### config.mk
export PLATFORM = sky130hd
export DESIGN_NAME = seg_msg_scheduler
export DESIGN_NICKNAME = d
export VERILOG_FILES = /design/src/rtl/seg_msg_scheduler.sv
export SDC_FILE = /design/constraint.sdc
export NUM_CORES = 1
export LEC_CHECK = 0
export ABC_AREA = 1
export ABC_CLOCK_PERIOD_IN_PS = 5000
export CAP_MARGIN = 20
export CORE_UTILIZATION = 35
export CTS_BUF_LIST = sky130_fd_sc_hd__clkbuf_16
export DETAILED_ROUTE_END_ITERATION = 16
export GPL_ROUTABILITY_DRIVEN = 1
export GPL_TIMING_DRIVEN = 0
export SLEW_MARGIN = 15
export SYNTH_ARGS = -nofsm -noshare
export SYNTH_HDL_FRONTEND = slang
export SYNTH_SLANG_ARGS = --single-unit
### constraint.sdc
create_clock -name CLK -period 5 [get_ports CLK]
set_input_delay 0.75 -clock CLK [delete_from_list [all_inputs] [get_ports CLK]]
set_output_delay 0.75 -clock CLK [all_outputs]
set_load 0.005 [all_outputs]
### src/rtl/seg_msg_scheduler.sv
// ============================================================================
// Module   : seg_msg_scheduler
// Brief    : Queues hex digits in a small FIFO and shows them one by one on a
//            7-segment display, with a fixed dwell time and a blank gap.
// Revision : 1.0
// ============================================================================
`default_nettype none

module seg_msg_scheduler #(
    parameter int DEPTH = 4,
    parameter int DWELL = 12000000,
    parameter int GAP   = 3000000
) (
    input  logic       CLK,
    input  logic       RST,
    input  logic       WR_EN,
    input  logic [3:0] WR_DATA,
    output logic       A,
    output logic       B,
    output logic       C,
    output logic       D,
    output logic       E,
    output logic       F,
    output logic       G,
    output logic       DP,
    output logic       FULL,
    output logic       BUSY,
    output logic       OVF
);

    localparam int c_AW = (DEPTH > 1) ? $clog2(DEPTH) : 1;
    localparam int c_CW = $clog2(DEPTH) + 1;
    localparam logic [c_CW-1:0] c_FULL_CNT = c_CW'(DEPTH);
    localparam logic [23:0]     c_DWELL_LD = 24'(DWELL - 1);
    localparam logic [23:0]     c_GAP_LD   = 24'(GAP - 1);

    typedef enum logic [1:0] {
        S_IDLE = 2'd0,
        S_SHOW = 2'd1,
        S_GAP  = 2'd2
    } state_t;

    state_t          r_state;
    state_t          w_state_nxt;
    logic [23:0]     r_cnt;
    logic [23:0]     w_cnt_nxt;
    logic [3:0]      r_mem [DEPTH];
    logic [c_AW-1:0] r_wr_ptr;
    logic [c_AW-1:0] r_rd_ptr;
    logic [c_AW-1:0] w_rd_nxt;
    logic [c_CW-1:0] r_count;
    logic [c_CW-1:0] w_count_nxt;
    logic [6:0]      r_seg;
    logic            r_dp;
    logic            r_ovf;
    logic            w_pop;
    logic            w_wr_ok;
    logic [3:0]      w_head_nxt;

    function automatic logic [6:0] f_decode(input logic [3:0] i_digit);
        logic [6:0] v;
        case (i_digit)
            4'h0: v = 7'h3F;
            4'h1: v = 7'h06;
            4'h2: v = 7'h5B;
            4'h3: v = 7'h4F;
            4'h4: v = 7'h66;
            4'h5: v = 7'h6D;
            4'h6: v = 7'h7D;
            4'h7: v = 7'h07;
            4'h8: v = 7'h7F;
            4'h9: v = 7'h6F;
            4'hA: v = 7'h77;
            4'hB: v = 7'h7C;
            4'hC: v = 7'h39;
            4'hD: v = 7'h5E;
            4'hE: v = 7'h79;
            default: v = 7'h71;
        endcase
        return v;
    endfunction

    assign w_pop       = (r_state == S_GAP) && (r_cnt == 24'd0);
    assign w_wr_ok     = WR_EN && ((r_count != c_FULL_CNT) || w_pop);
    assign w_count_nxt = r_count + c_CW'(w_wr_ok) - c_CW'(w_pop);
    assign w_rd_nxt    = r_rd_ptr + 1'b1;

    // After a pop that leaves only the same-edge write, the new head is not in
    // the array yet, so it is taken straight from the write port.
    always_comb begin
        w_head_nxt = r_mem[r_rd_ptr];
        if (w_pop) begin
            if ((r_count == c_CW'(1)) && w_wr_ok) begin
                w_head_nxt = WR_DATA;
            end else begin
                w_head_nxt = r_mem[w_rd_nxt];
            end
        end
    end

    always_comb begin
        w_state_nxt = r_state;
        w_cnt_nxt   = r_cnt;
        case (r_state)
            S_IDLE: begin
                if (r_count != '0) begin
                    w_state_nxt = S_SHOW;
                    w_cnt_nxt   = c_DWELL_LD;
                end
            end
            S_SHOW: begin
                if (r_cnt == 24'd0) begin
                    w_state_nxt = S_GAP;
                    w_cnt_nxt   = c_GAP_LD;
                end else begin
                    w_cnt_nxt = r_cnt - 24'd1;
                end
            end
            S_GAP: begin
                if (r_cnt == 24'd0) begin
                    if (w_count_nxt != '0) begin
                        w_state_nxt = S_SHOW;
                        w_cnt_nxt   = c_DWELL_LD;
                    end else begin
                        w_state_nxt = S_IDLE;
                        w_cnt_nxt   = 24'd0;
                    end
                end else begin
                    w_cnt_nxt = r_cnt - 24'd1;
                end
            end
            default: begin
                w_state_nxt = S_IDLE;
                w_cnt_nxt   = 24'd0;
            end
        endcase
    end

    always_ff @(posedge CLK or negedge RST) begin
        if (!RST) begin
            r_state  <= S_IDLE;
            r_cnt    <= 24'd0;
            r_wr_ptr <= '0;
            r_rd_ptr <= '0;
            r_count  <= '0;
            r_seg    <= 7'd0;
            r_dp     <= 1'b0;
            r_ovf    <= 1'b0;
        end else begin
            r_state <= w_state_nxt;
            r_cnt   <= w_cnt_nxt;
            r_count <= w_count_nxt;
            if (w_wr_ok) begin
                r_wr_ptr <= r_wr_ptr + 1'b1;
            end
            if (w_pop) begin
                r_rd_ptr <= w_rd_nxt;
            end
            if (WR_EN && !w_wr_ok) begin
                r_ovf <= 1'b1;
            end
            // Segments latch only on entry to SHOW so later writes cannot disturb them.
            if (w_state_nxt == S_SHOW) begin
                if (r_state != S_SHOW) begin
                    r_seg <= f_decode(w_head_nxt);
                end
            end else begin
                r_seg <= 7'd0;
            end
            r_dp <= (w_state_nxt == S_SHOW) && (w_count_nxt > c_CW'(1));
        end
    end

    always_ff @(posedge CLK) begin
        if (w_wr_ok) begin
            r_mem[r_wr_ptr] <= WR_DATA;
        end
    end

    assign {G, F, E, D, C, B, A} = r_seg;
    assign DP   = r_dp;
    assign OVF  = r_ovf;
    assign FULL = (r_count == c_FULL_CNT);
    assign BUSY = (r_state != S_IDLE);

endmodule

`default_nettype wire

# Word-level counts from Yosys, hierarchy flattened
# Memories as Yosys holds them, arrays and structs flattened.
# Cells that the tools add are included.
totals:
  register_bits: 42
  word_cells: 53
  ram_bits: 16
  out_inout_bits: 11
  mem_count: 2
  in_bits: 7
  mem_bits_ro: 112
classes:
  n_addsub: 5
  n_eq_ne: 9
  order_cmp: 1
  n_reduce_logical: 12
  muxes: 16
mem_list:
  columns: ["memory", "depth", "word_bits", "rd", "rd_ports_with_merged_regs", "wr", "line", "rtl"]
  rows:
  - ["(name not given)", 16, 7, 1, 0, 0, "62", "case (i_digit)"]
  - ["r_mem", 4, 4, 2, 0, 1, "47", "logic [3:0] r_mem [DEPTH];"]
ops:
  columns: ["cell", "count"]
  rows:
  - ["24-bit two-way mux", 4]
  - ["24-bit one-hot mux with 3 select lines", 1]
  - ["24-bit zero test", 1]
  - ["24-bit by 1-bit subtractor with 24-bit output (second input constant)", 1]
  - ["7-bit two-way mux", 2]
  - ["4-bit two-way mux", 2]
  - ["2-bit two-way mux", 3]
  - ["2-bit one-hot mux with 3 select lines", 1]
  - ["3-bit nonzero test", 2]
  - ["1-bit logical AND", 5]
  - ["2-bit by 1-bit adder with 2-bit output (second input constant)", 2]
  - ["2-bit by 1-bit equality test with 1-bit output (second input constant)", 2]
  - ["2-bit by 1-bit != test with 1-bit output (second input constant)", 2]
  - ["3-bit by 1-bit adder with 3-bit output", 1]
  - ["3-bit by 1-bit equality test with 1-bit output (second input constant)", 1]
  - ["3-bit equality test (second input constant)", 1]
  - ["3-bit by 1-bit greater-than comparator with 1-bit output (second input constant)", 1]
  - ["1-bit two-way mux", 3]
  - ["3-bit != test (second input constant)", 1]
  - ["3-bit by 1-bit subtractor with 3-bit output", 1]
  - ["2-bit equality test (second input constant)", 1]
  - ["2-bit zero test", 1]
  - ["2-bit != test (second input constant)", 1]
  - ["2-bit nonzero test", 1]
  - ["2 further kinds", 2]

# Depth between registers and ports, before layout
# Gate-level depths: netlist of the first run.
logic_depth:
  ltp_word: 12
  mapped_depth: 21
  mapped_depth_nobuf: 19

# Worst setup path before layout of the first run
# No wires, ideal clock.
synth_path:
  path_kind: "register -> register"
  from: "register r_cnt[0]"
  to: "register r_cnt[4]"
  path_buffers: 2
  t_required_ns: 4.871
  t_arrival_ns: 2.965
  setup_ns: 0.129
  setup_slack_ns: 1.906
  stages_incl_launch_ff: 20
  cell_sequence: "dfrtp_1 inv_1 ha_1 nand2_2 nor2_4 nand2_4 nor2_4 nand2_2 buf_6 or2_2 nand2_1 ha_1 fa_1 nor2_1 nand2_1 nand2_1 nand2_2 buf_2 a31oi_1 o21ai_0"
synth_via:
  elab_chain_len: 10
  elab_cells_between_ends: 12
  cone_classes: "add/sub: 3; mux: 4; reduce/logical: 5"
synth_lines:
  columns: ["element", "line", "rtl"]
  rows:
  - ["from (decl)", "45", "logic [23:0] r_cnt;"]
  - ["from (signal assigned)", "151", "r_cnt <= w_cnt_nxt;"]
  - ["24-bit zero test (*)", "83", "assign w_pop = (r_state == S_GAP) && (r_cnt == 24'd0);"]
  - ["1-bit logical AND (*)", "83", null]
  - ["1-bit logical OR", "84", "assign w_wr_ok = WR_EN && ((r_count != c_FULL_CNT) || w_pop);"]
  - ["1-bit logical AND", "84", null]
  - ["3-bit by 1-bit adder with 3-bit output", "85", "assign w_count_nxt = r_count + c_CW'(w_wr_ok) - c_CW'(w_pop);"]
  - ["3-bit by 1-bit subtractor with 3-bit output (*)", "85", null]
  - ["named net w_count_nxt[1]", "52", "logic [c_CW-1:0] w_count_nxt;"]
  - ["3-bit nonzero test (*)", "121", "if (w_count_nxt != '0) begin"]
  - ["24-bit two-way mux (*)", "121", null]
  - ["24-bit two-way mux (*)", "120", "if (r_cnt == 24'd0) begin"]
  - ["24-bit one-hot mux with 3 select lines (*)", "104", "case (r_state)"]
# The timed path passes the listed nets; every way through them passes the cells marked *.
# A chain may end at the register's enable or synchronous reset.

# Worst setup path after layout of the first run
layout_path:
  from: "register r_cnt[0]"
  to: "register r_cnt[3]"
# The elaborated chain is that of the path after synthesis.

==> flow_metrics.env, run 1 <==
export IMPL_cts_repair_resized=0
export IMPL_fp_row_count=36
export IMPL_final_max_slew_viol_count=0
export IMPL_max_slew_margin_rel_pct=57.1
export IMPL_drt_iter0_markers=170
export IMPL_crit_type="reg -> reg"
export IMPL_slowest_stage="fa_1"
export IMPL_syn_area_per_cell_um2=7.71
export IMPL_track_usage_pct=16.9
export IMPL_synth_area_um2=3510
export IMPL_yosysWarnings=0
export IMPL_gp_congestion=0.848
export IMPL_tns_ns=0
export IMPL_grt_max_degree=24
export IMPL_crit_required_ns=5.20
export IMPL_end_kind="register"
export IMPL_viasPerCell=4.85
export IMPL_slowest_delay_ns=0.43
export IMPL_skew_ns=0.00802
export IMPL_routedWlPerCell_um=12.8
export IMPL_dieArea_um2=10400
export IMPL_drv_cap=0
export IMPL_drc=0
export IMPL_grt_pass1_wl_um=13400
export IMPL_ys_async_sr_fraction_pct=72.4
export IMPL_clock_latency_ns=0.33
export IMPL_initial_core_util_pct=36.1
export IMPL_clk_path_buf_depth=2
export IMPL_min_path_type="in -> async"
export IMPL_hpwl_um=5820
export IMPL_status="finished, final reports clean"
export IMPL_die_h_um=102
export IMPL_finalCritPeriodShare_pct=72.3
export IMPL_finalWirelength_um=7940
export IMPL_io_buffers=17
export IMPL_antennaDiodeCount=0
export IMPL_arrival_ns=3.82
export IMPL_synth_edf_count=16
export IMPL_path_max_fanout=10
export IMPL_whs_ns=0.431
export IMPL_clock_sinks=58
export IMPL_grt_pass1_vias=2825
export IMPL_fmax_mhz=277
export IMPL_synthCells=455
export IMPL_start_kind="register"
export IMPL_place_ws_ns=1.34
export IMPL_p_leak_nw=1.88
export IMPL_clkSlewWorstSetupHoldPaths_ns=0.05
export IMPL_post_cts_setup_buffers=0
export IMPL_grt_overflow_total=0
export IMPL_final_hold_violation_count=0
export IMPL_die_width_um=102
export IMPL_fin_nets=503
export IMPL_layout_drive_gt1_share_pct=10.8
export IMPL_p_per_area_nw_per_um2=364
export IMPL_synthFlopType="dfrtp_1"
export IMPL_cts_buffers=9
export IMPL_path_cells="inv_1 > ha_1 > nand2_2 > nor2_4 > nand2_4 > nor2_4 > nand2_2 > buf_6 > or2_2 > nand2_1 > ha_1 > fa_1 > nor2_1 > nand2_1 > nand2_1 > nand2_2 > buf_2 > a21oi_1 > o21ai_0"
export IMPL_period_needed_ns=3.62
export IMPL_worst_pin_slew_ns=0.636
export IMPL_cts_root_buf="clkbuf_16"
export IMPL_htreeDepth=3
export IMPL_dr_pass1_iters=4
export IMPL_synth_seq_cells=58
export IMPL_num_io_pins=18
export IMPL_grt_setup_unrepaired="false"
export IMPL_seq_area_frac_synth_pct=43.7
export IMPL_synth_nets=474
export IMPL_areaGrowthSynthToFinish_pct=19.5
export IMPL_core_area_um2=9730
export IMPL_vias=3019
export IMPL_ys_types=38
export IMPL_vdd_drop_max_uv=223
export IMPL_fin_ws_ns=1.38
export IMPL_fillers=992
export IMPL_cts_tree="done"
export IMPL_antenna_found_initial=0
export IMPL_ctsHoldBuffers=0
export IMPL_setup_viol=0
export IMPL_final_antenna_net_count=0
export IMPL_final_util_pct=43.1
report_power, final:
part / internal (W) / switching (W) / leakage [nW]
Clock: 0.000440 / 0.000236 / 0.153
Combinational: 0.000104 / 0.000172 / 1.12
Sequential: 0.000547 / 0.0000270 / 0.605
Total: 0.00109 / 0.000435 / 1.88
synth_stat cells, types with 2 or more instances:
library cell  number  area, um2
o22ai_1            3       18.8
a21oi_2            2       17.5
a31o_2             2       17.5
nand2_2            5       31.3
buf_2              3       15.0
edfxtp_1          16        480
clkbuf_1           3       11.3
dfrtp_1           42       1050
o21ai_1            2       10.0
xor2_1            11       96.3
nor2_4             5       56.3
nor2_2             5       31.3
ha_1              11        138
nor3_1             5       25.0
o21ai_0           42        210
nor2_1            43        161
nand2_4            2       22.5
o221ai_1           2       17.5
a21oi_1           15       75.1
buf_6              2       22.5
nand4_1            4       25.0
inv_2              2       7.51
o211ai_1           3       22.5
inv_1             50        188
nand2_1          137        514
nand3_1           23        115
or2_2              4       25.0
kinds of logic after synthesis:
group / Yosys count / synth area share (%)
compound gates: 76 / 12.4
xor+xnor: 12 / 3.00
fa+ha+maj: 12 / 4.49
buf+inv: 62 / 7.24
flops: 58 / 43.7
simple gates: 235 / 29.2
state kept, by name, indices dropped and copies added (netlist names):
register	count
r_cnt	24
r_mem	16
r_seg	7
r_count	3
r_rd_ptr	2
r_state	2
r_wr_ptr	2
DP	1
OVF	1
worst paths after layout:
path / end / from / slack [ns] / cells after the start
max in group asynchronous: r_state[0] / RST / 4.05 / 2
worst max-delay path: r_cnt[3] / r_cnt[0] / 1.38 / 19
worst min-delay path: r_cnt[2] / RST / 0.43 / 1
worst min register to register: OVF / OVF / 0.46 / 1
worst max register to register: r_cnt[3] / r_cnt[0] / 1.38 / 19
min in group CLK: OVF / OVF / 0.46 / 1
cells in the final DEF (no fill, tap or decap), types with 2 or more instances in the layout:
cell             instances
ha_1                    11
o22ai_1                  3
nand2_1                137
buf_6                    2
nor2_1                  43
xor2_1                  11
clkdlybuf4s50_1         16
edfxtp_1                16
nand2_4                  2
inv_6                    2
clkbuf_1                 3
nand2_2                  5
inv_1                   50
nor2_4                   5
a21oi_2                  2
o21ai_0                 42
a21oi_1                 15
dfrtp_1                 42
clkbuf_16                9
o221ai_1                 2
buf_2                    4
nor2_2                   5
o21ai_1                  2
o211ai_1                 3
nor3_1                   5
nand3_1                 23
bufinv_16                2
or2_2                    4
a31o_2                   2
nand4_1                  4
clkinvlp_4               2
inv_2                    2
final cells by class:
type / count / area [um2] / area share [%]
inverters: 53 / 201 / 4.80
repair buffers: 18 / 193 / 4.59
well taps: 133 / 166 / 3.97
multi-input cells: 335 / 1720 / 41.1
clock buffers: 9 / 225 / 5.37
clock inverters: 7 / 101 / 2.42
plain buffers: 9 / 52.6 / 1.25
flip-flops and latches: 58 / 1530 / 36.5
critical path: cells and delay by family (launching register included):
kind            cells  cell delay, ns
fa+ha+maj           3            0.77
compound gates      2            0.25
buf+inv             3            0.46
flops               1            0.42
simple gates       11            1.59
per-layer routing:
layer | global-route usage (%) | vias up | wire length, um
li1 | - | 1528 | -
met4 | 5.71 | 0 | 75
met2 | 29.2 | 46 | 3970
met3 | 3.97 | 10 | 236
met1 | 20.7 | 1435 | 3660
met5 | 0 | - | 0
per-stage QoR:
step	instance area, um2	instances	power, W
final	4190	622	0.00153
after CTS	4190	622	0.00155
after detailed placement	3870	606	0.000865
after floorplan	3510	455	0.000768
after global routing	4190	622	0.00161
after global placement	3840	605	0.000851
(Power assumes the default switching activity.)
==> run 2: changes to the inputs <==
ABC_CLOCK_PERIOD_IN_PS = 3500   (was 5000)
clock period = 3.5 ns   (was 5 ns; I/O delays follow)
==> run 2 against run 1 <==
Compared with the run above: power is 46% higher; die area did not move; utilization up 1.2 points; clock-buffer cell count unchanged; final cell count is 1.4% higher; combinational power rose by 59%; via count decreased by 0.17%; worst setup slack got worse by 1.2 ns; global-route usage about the same.
==> flow_metrics.env, run 2 (synthesized netlist as in run 1, its figures left out) <==
export IMPL_antennaDiodeCount=0
export IMPL_clk_path_buf_depth=2
export IMPL_grt_overflow_total=0
export IMPL_track_usage_pct=16.9
export IMPL_vdd_drop_max_uv=327
export IMPL_drv_cap=0
export IMPL_clock_latency_ns=0.33
export IMPL_final_max_slew_viol_count=0
export IMPL_r2r_slack_ns=0.19
export IMPL_final_common_cell="nand2_1"
export IMPL_status="finished, final reports clean"
export IMPL_period_needed_ns=3.31
export IMPL_crit_required_ns=3.70
export IMPL_grt_max_degree=24
export IMPL_p_leak_nw=1.95
export IMPL_gp_congestion=0.848
export IMPL_drt_iter0_markers=142
export IMPL_crit_type="reg -> reg"
export IMPL_path_cells="nor2_2 > nand2_2 > nor2_4 > nand2_4 > nor2_4 > nand2_2 > buf_8 > or2_2 > nand2_1 > ha_1 > fa_1 > nor2_4 > nand2_1 > nand2_1 > nand2_2 > buf_6 > a31oi_1 > o21ai_0"
export IMPL_p_int_w=0.00158
export IMPL_io_buffers=17
export IMPL_fillers=981
export IMPL_clkPwrFrac_pct=43.4
export IMPL_antenna_found_initial=0
export IMPL_htreeDepth=3
export IMPL_end_kind="register"
export IMPL_grt_pass1_vias=2841
export IMPL_hpwl_um=5820
export IMPL_fp_row_count=36
export IMPL_finalWirelength_um=8120
export IMPL_routedWlPerCell_um=12.9
export IMPL_initial_core_util_pct=36.1
export IMPL_total_power_w=0.00222
export IMPL_vias=3014
export IMPL_clock_sinks=58
export IMPL_final_antenna_net_count=0
export IMPL_setup_viol=0
export IMPL_fmax_mhz=302
export IMPL_fin_nets=512
export IMPL_areaGrowthSynthToFinish_pct=22.8
export IMPL_final_hold_violation_count=0
export IMPL_p_switching_w=0.000641
export IMPL_final_cell_mix="nand2_1, inv_1, dfrtp_1, o21ai_0, nor2_1"
export IMPL_max_slew_margin_rel_pct=56.6
export IMPL_die_width_um=102
export IMPL_grt_pass1_wl_um=13500
export IMPL_drc=0
export IMPL_p_seq_share_pct=36.9
export IMPL_cts_buffers=9
export IMPL_skew_ns=0.00789
export IMPL_p_per_area_nw_per_um2=516
export IMPL_die_h_um=102
export IMPL_start_kind="register"
export IMPL_power_frac_comb_pct=19.7
export IMPL_clkSlewWorstSetupHoldPaths_ns=0.05
export IMPL_crit_buf_inv=2
export IMPL_slowest_delay_ns=0.47
export IMPL_cts_root_buf="clkbuf_16"
export IMPL_tns_ns=0
export IMPL_top_regs="r_cnt (24), r_mem (16), r_seg (7)"
export IMPL_num_io_pins=18
export IMPL_path_max_fanout=10
export IMPL_path_delay_family="simple AND/OR/NAND/NOR gates"
export IMPL_min_path_type="in -> async"
export IMPL_regMostFlops="r_cnt"
export IMPL_slowest_stage="fa_1"
export IMPL_viasPerCell=4.78
export IMPL_largest_register_ffs=24
export IMPL_worst_pin_slew_ns=0.644
export IMPL_layout_drive_gt1_share_pct=13.7
export IMPL_finalCritPeriodShare_pct=94.6
export IMPL_place_ws_ns=-0.158
export IMPL_fin_ws_ns=0.189
export IMPL_dieArea_um2=10400
export IMPL_p_sw_share_pct=28.8
export IMPL_arrival_ns=3.51
export IMPL_dr_pass1_iters=4
export IMPL_core_area_um2=9730
export IMPL_cts_tree="done"
## run 2: layout make-up
type	count	area (um2)	area share [%]
inverters	53	201	4.68
well taps	133	166	3.86
plain buffers	9	62.6	1.45
repair buffers	27	260	6.04
clock buffers	9	225	5.23
clock inverters	7	101	2.35
flip-flops and latches	58	1530	35.6
multi-input cells	335	1760	40.8
## run 2: repair_timing
item                       4_1_cts  5_1_grt
hold endpoints to repair         0        0
setup buffers                    1        8
pin swaps                        1        7
setup endpoints to repair       21       24
hold buffers                     0        0
gates resized for setup          2       11
## run 2: power groups by stage
stage                     sequential [W]  clock, W  combinational, W
after CTS                       0.000820  0.000986          0.000413
after global placement          0.000830         0          0.000386
after detailed placement        0.000832         0          0.000404
after global routing            0.000828   0.00101          0.000498
final                           0.000820  0.000966          0.000438
after floorplan                 0.000825         0          0.000273
## run 2: per-stage QoR
stage          hold slack [ns]  cell area [um2]  utilization [%]  cells
6_report                 0.206             4310             44.3    631
4_1_cts                  0.220             4210             43.2    623
5_1_grt                  0.238             4310             44.3    631
2_1_floorplan            0.229             3510                -    455
3_3_place_gp             0.453             3840             39.5    605
3_5_place_dp             0.453             3870             39.8    606
## run 2: path summary, 6_finish.rpt
path                       startpoint          to  depth (start not counted)
min in group CLK                  OVF         OVF                          1
hold reg to reg                   OVF         OVF                          1
max in group asynchronous         RST  r_state[0]                          2
setup / recovery             r_cnt[9]    r_cnt[4]                         18
setup reg to reg             r_cnt[9]    r_cnt[4]                         18
hold / removal                    RST    r_cnt[2]                          1
## run 2: metal layers
layer | up-vias | track usage [%] | wire length (um)
met5 | - | 0 | 0
met4 | 0 | 5.71 | 76
met3 | 10 | 3.97 | 223
met2 | 37 | 29.2 | 4090
met1 | 1423 | 20.7 | 3730
li1 | 1544 | - | -
==> run 3: changes to the inputs <==
PLACE_DENSITY = 0.58   (was not set)
==> run 3 against run 2 <==
Compared with the run above: global-route usage is 0.44 points higher; routed wire length barely moved; combinational power decreased by 4.8%; largest power group unchanged; largest cell class unchanged; via count rose by 1.1%; critical path type unchanged; die area stayed put; critical path depth rose by 1; clock power fell by 4.0%; critical endpoint unchanged; highest routed layer unchanged; non-clock buffer count is the same.
==> flow_metrics.env, run 3 (synthesized netlist as in run 1, its figures left out) <==
export IMPL_drv_cap=0
export IMPL_setup_viol=0
export IMPL_antennaDiodeCount=0
export IMPL_largest_register_ffs=24
export IMPL_routedWlPerCell_um=12.9
export IMPL_min_path_type="in -> async"
export IMPL_track_usage_pct=17.4
export IMPL_path_max_fanout=10
export IMPL_final_cell_mix="nand2_1, inv_1, dfrtp_1, o21ai_0, nor2_1"
export IMPL_drt_iter0_markers=93
export IMPL_clkSlewWorstSetupHoldPaths_ns=0.05
export IMPL_drc=0
export IMPL_period_needed_ns=3.32
export IMPL_p_seq_share_pct=38.0
export IMPL_gp_congestion=0.845
export IMPL_clkPwrFrac_pct=42.8
export IMPL_num_io_pins=18
export IMPL_die_width_um=102
export IMPL_final_max_slew_viol_count=0
export IMPL_dp_cells=606
export IMPL_cts_tree="done"
export IMPL_dr_pass1_iters=4
export IMPL_die_h_um=102
export IMPL_grt_max_degree=27
export IMPL_areaGrowthSynthToFinish_pct=21.8
export IMPL_htreeDepth=3
export IMPL_final_hold_violation_count=0
export IMPL_final_antenna_net_count=0
export IMPL_finalCritPeriodShare_pct=94.9
export IMPL_fp_row_count=36
export IMPL_dpl_instance_area_um2=3860
export IMPL_viasPerCell=4.83
export IMPL_io_buffers=17
export IMPL_power_frac_comb_pct=19.3
export IMPL_antenna_found_initial=0
export IMPL_top_regs="r_cnt (24), r_mem (16), r_seg (7)"
export IMPL_instances_no_fill=631
export IMPL_dieArea_um2=10400
export IMPL_crit_type="reg -> reg"
export IMPL_max_slew_margin_rel_pct=55.1
export IMPL_layout_drive_gt1_share_pct=13.3
export IMPL_vias=3048
export IMPL_fin_nets=512
export IMPL_cts_root_buf="clkbuf_16"
export IMPL_grt_pass1_vias=2859
export IMPL_start_kind="register"
export IMPL_grt_pass1_wl_um=13700
export IMPL_regMostFlops="r_cnt"
export IMPL_ctsHoldBuffers=0
export IMPL_skew_ns=0.00864
export IMPL_p_sw_share_pct=27.9
export IMPL_clk_path_buf_depth=2
export IMPL_fmax_mhz=301
export IMPL_vdd_drop_max_uv=257
export IMPL_arrival_ns=3.53
export IMPL_p_switching_w=0.000605
export IMPL_p_int_w=0.00156
export IMPL_finalWirelength_um=8120
export IMPL_clock_sinks=58
export IMPL_hpwl_um=5800
export IMPL_final_common_cell="nand2_1"
export IMPL_initial_core_util_pct=36.1
export IMPL_cts_buffers=9
export IMPL_core_area_um2=9730
export IMPL_fillers=1002
export IMPL_finish_instance_area_um2=4270
export IMPL_p_leak_nw=1.94
export IMPL_worst_pin_slew_ns=0.671
export IMPL_crit_required_ns=3.71
export IMPL_end_kind="register"
export IMPL_status="finished, final reports clean"
export IMPL_grt_overflow_total=0
export IMPL_clock_latency_ns=0.33
export IMPL_p_per_area_nw_per_um2=507
export IMPL_final_util_pct=43.9
==> run 3: path summary, 6_finish.rpt <==
| kind | start | end | slack [ns] | cells past startpoint |
|---|---|---|---|---|
| max | r_cnt[1] | r_cnt[4] | 0.18 | 19 |
| min | RST | r_cnt[3] | 0.14 | 1 |
| max reg2reg | r_cnt[1] | r_cnt[4] | 0.18 | 19 |
| min reg2reg | OVF | OVF | 0.47 | 1 |
| max in group asynchronous | RST | r_cnt[8] | 2.87 | 2 |
| min in group CLK | OVF | OVF | 0.47 | 1 |
==> run 3: power groups by stage <==
stage	Combinational (W)	Sequential, W	Clock [W]
2_1_floorplan	0.000273	0.000825	0
3_3_place_gp	0.000384	0.000832	0
3_5_place_dp	0.000396	0.000833	0
4_1_cts	0.000396	0.000822	0.000946
5_1_grt	0.000481	0.000830	0.000968
6_report	0.000417	0.000823	0.000927
==> run 3: per-stage QoR <==
step | hold slack, ns | TNS (ns) | total power, W | setup WS [ns]
after detailed placement | 0.464 | -0.490 | 0.00123 | -0.140
final | 0.136 | 0 | 0.00217 | 0.178
after CTS | 0.149 | 0 | 0.00216 | 0.0316
after global placement | 0.464 | -0.175 | 0.00122 | -0.0993
after floorplan | 0.229 | 0 | 0.00110 | 0.406
after global routing | 0.167 | -0.0336 | 0.00228 | -0.0123
==> run 3: cell type report <==
cell class	count	area [um2]	area share (%)
Multi-Input combinational cell	335	1750	41.0
Sequential cell	58	1530	35.8
Timing Repair Buffer	27	250	5.86
Clock buffer	9	225	5.27
Inverter	53	201	4.71
Clock inverter	7	85.1	1.99
Tap cell	133	166	3.89
Buffer	9	62.6	1.46
==> run 3: per-layer routing <==
metal / vias to the layer above / share of wire [%] / GRT usage, %
met2: 56 / 49 / 28.9
li1: 1557 / - / -
met5: - / 0 / 0
met3: 16 / 3.4 / 3.90
met1: 1419 / 46 / 21.7
met4: 0 / 2.1 / 7.36
==> run 3: worst max-delay path: stages, from the launching register on <==
cell	delay (ns)
dfrtp_1	0.38
inv_1	0.08
ha_2	0.21
nand2_4	0.08
nor2_4	0.16
nand2_4	0.09
nor2_4	0.18
nand2_2	0.09
buf_8	0.17
or2_2	0.30
nand2_1	0.08
ha_1	0.16
fa_1	0.45
nor2_2	0.13
nand2_1	0.08
nand2_2	0.10
nand2_4	0.08
buf_6	0.15
a31oi_1	0.11
o21ai_0	0.10
==> run 3: timing repair <==
action                                  CTS  global route
gates resized for setup                   1            12
pin swaps                                 1             5
buffers inserted                          1             7
endpoints found under the setup margin   15            23
gates cloned                              0             1
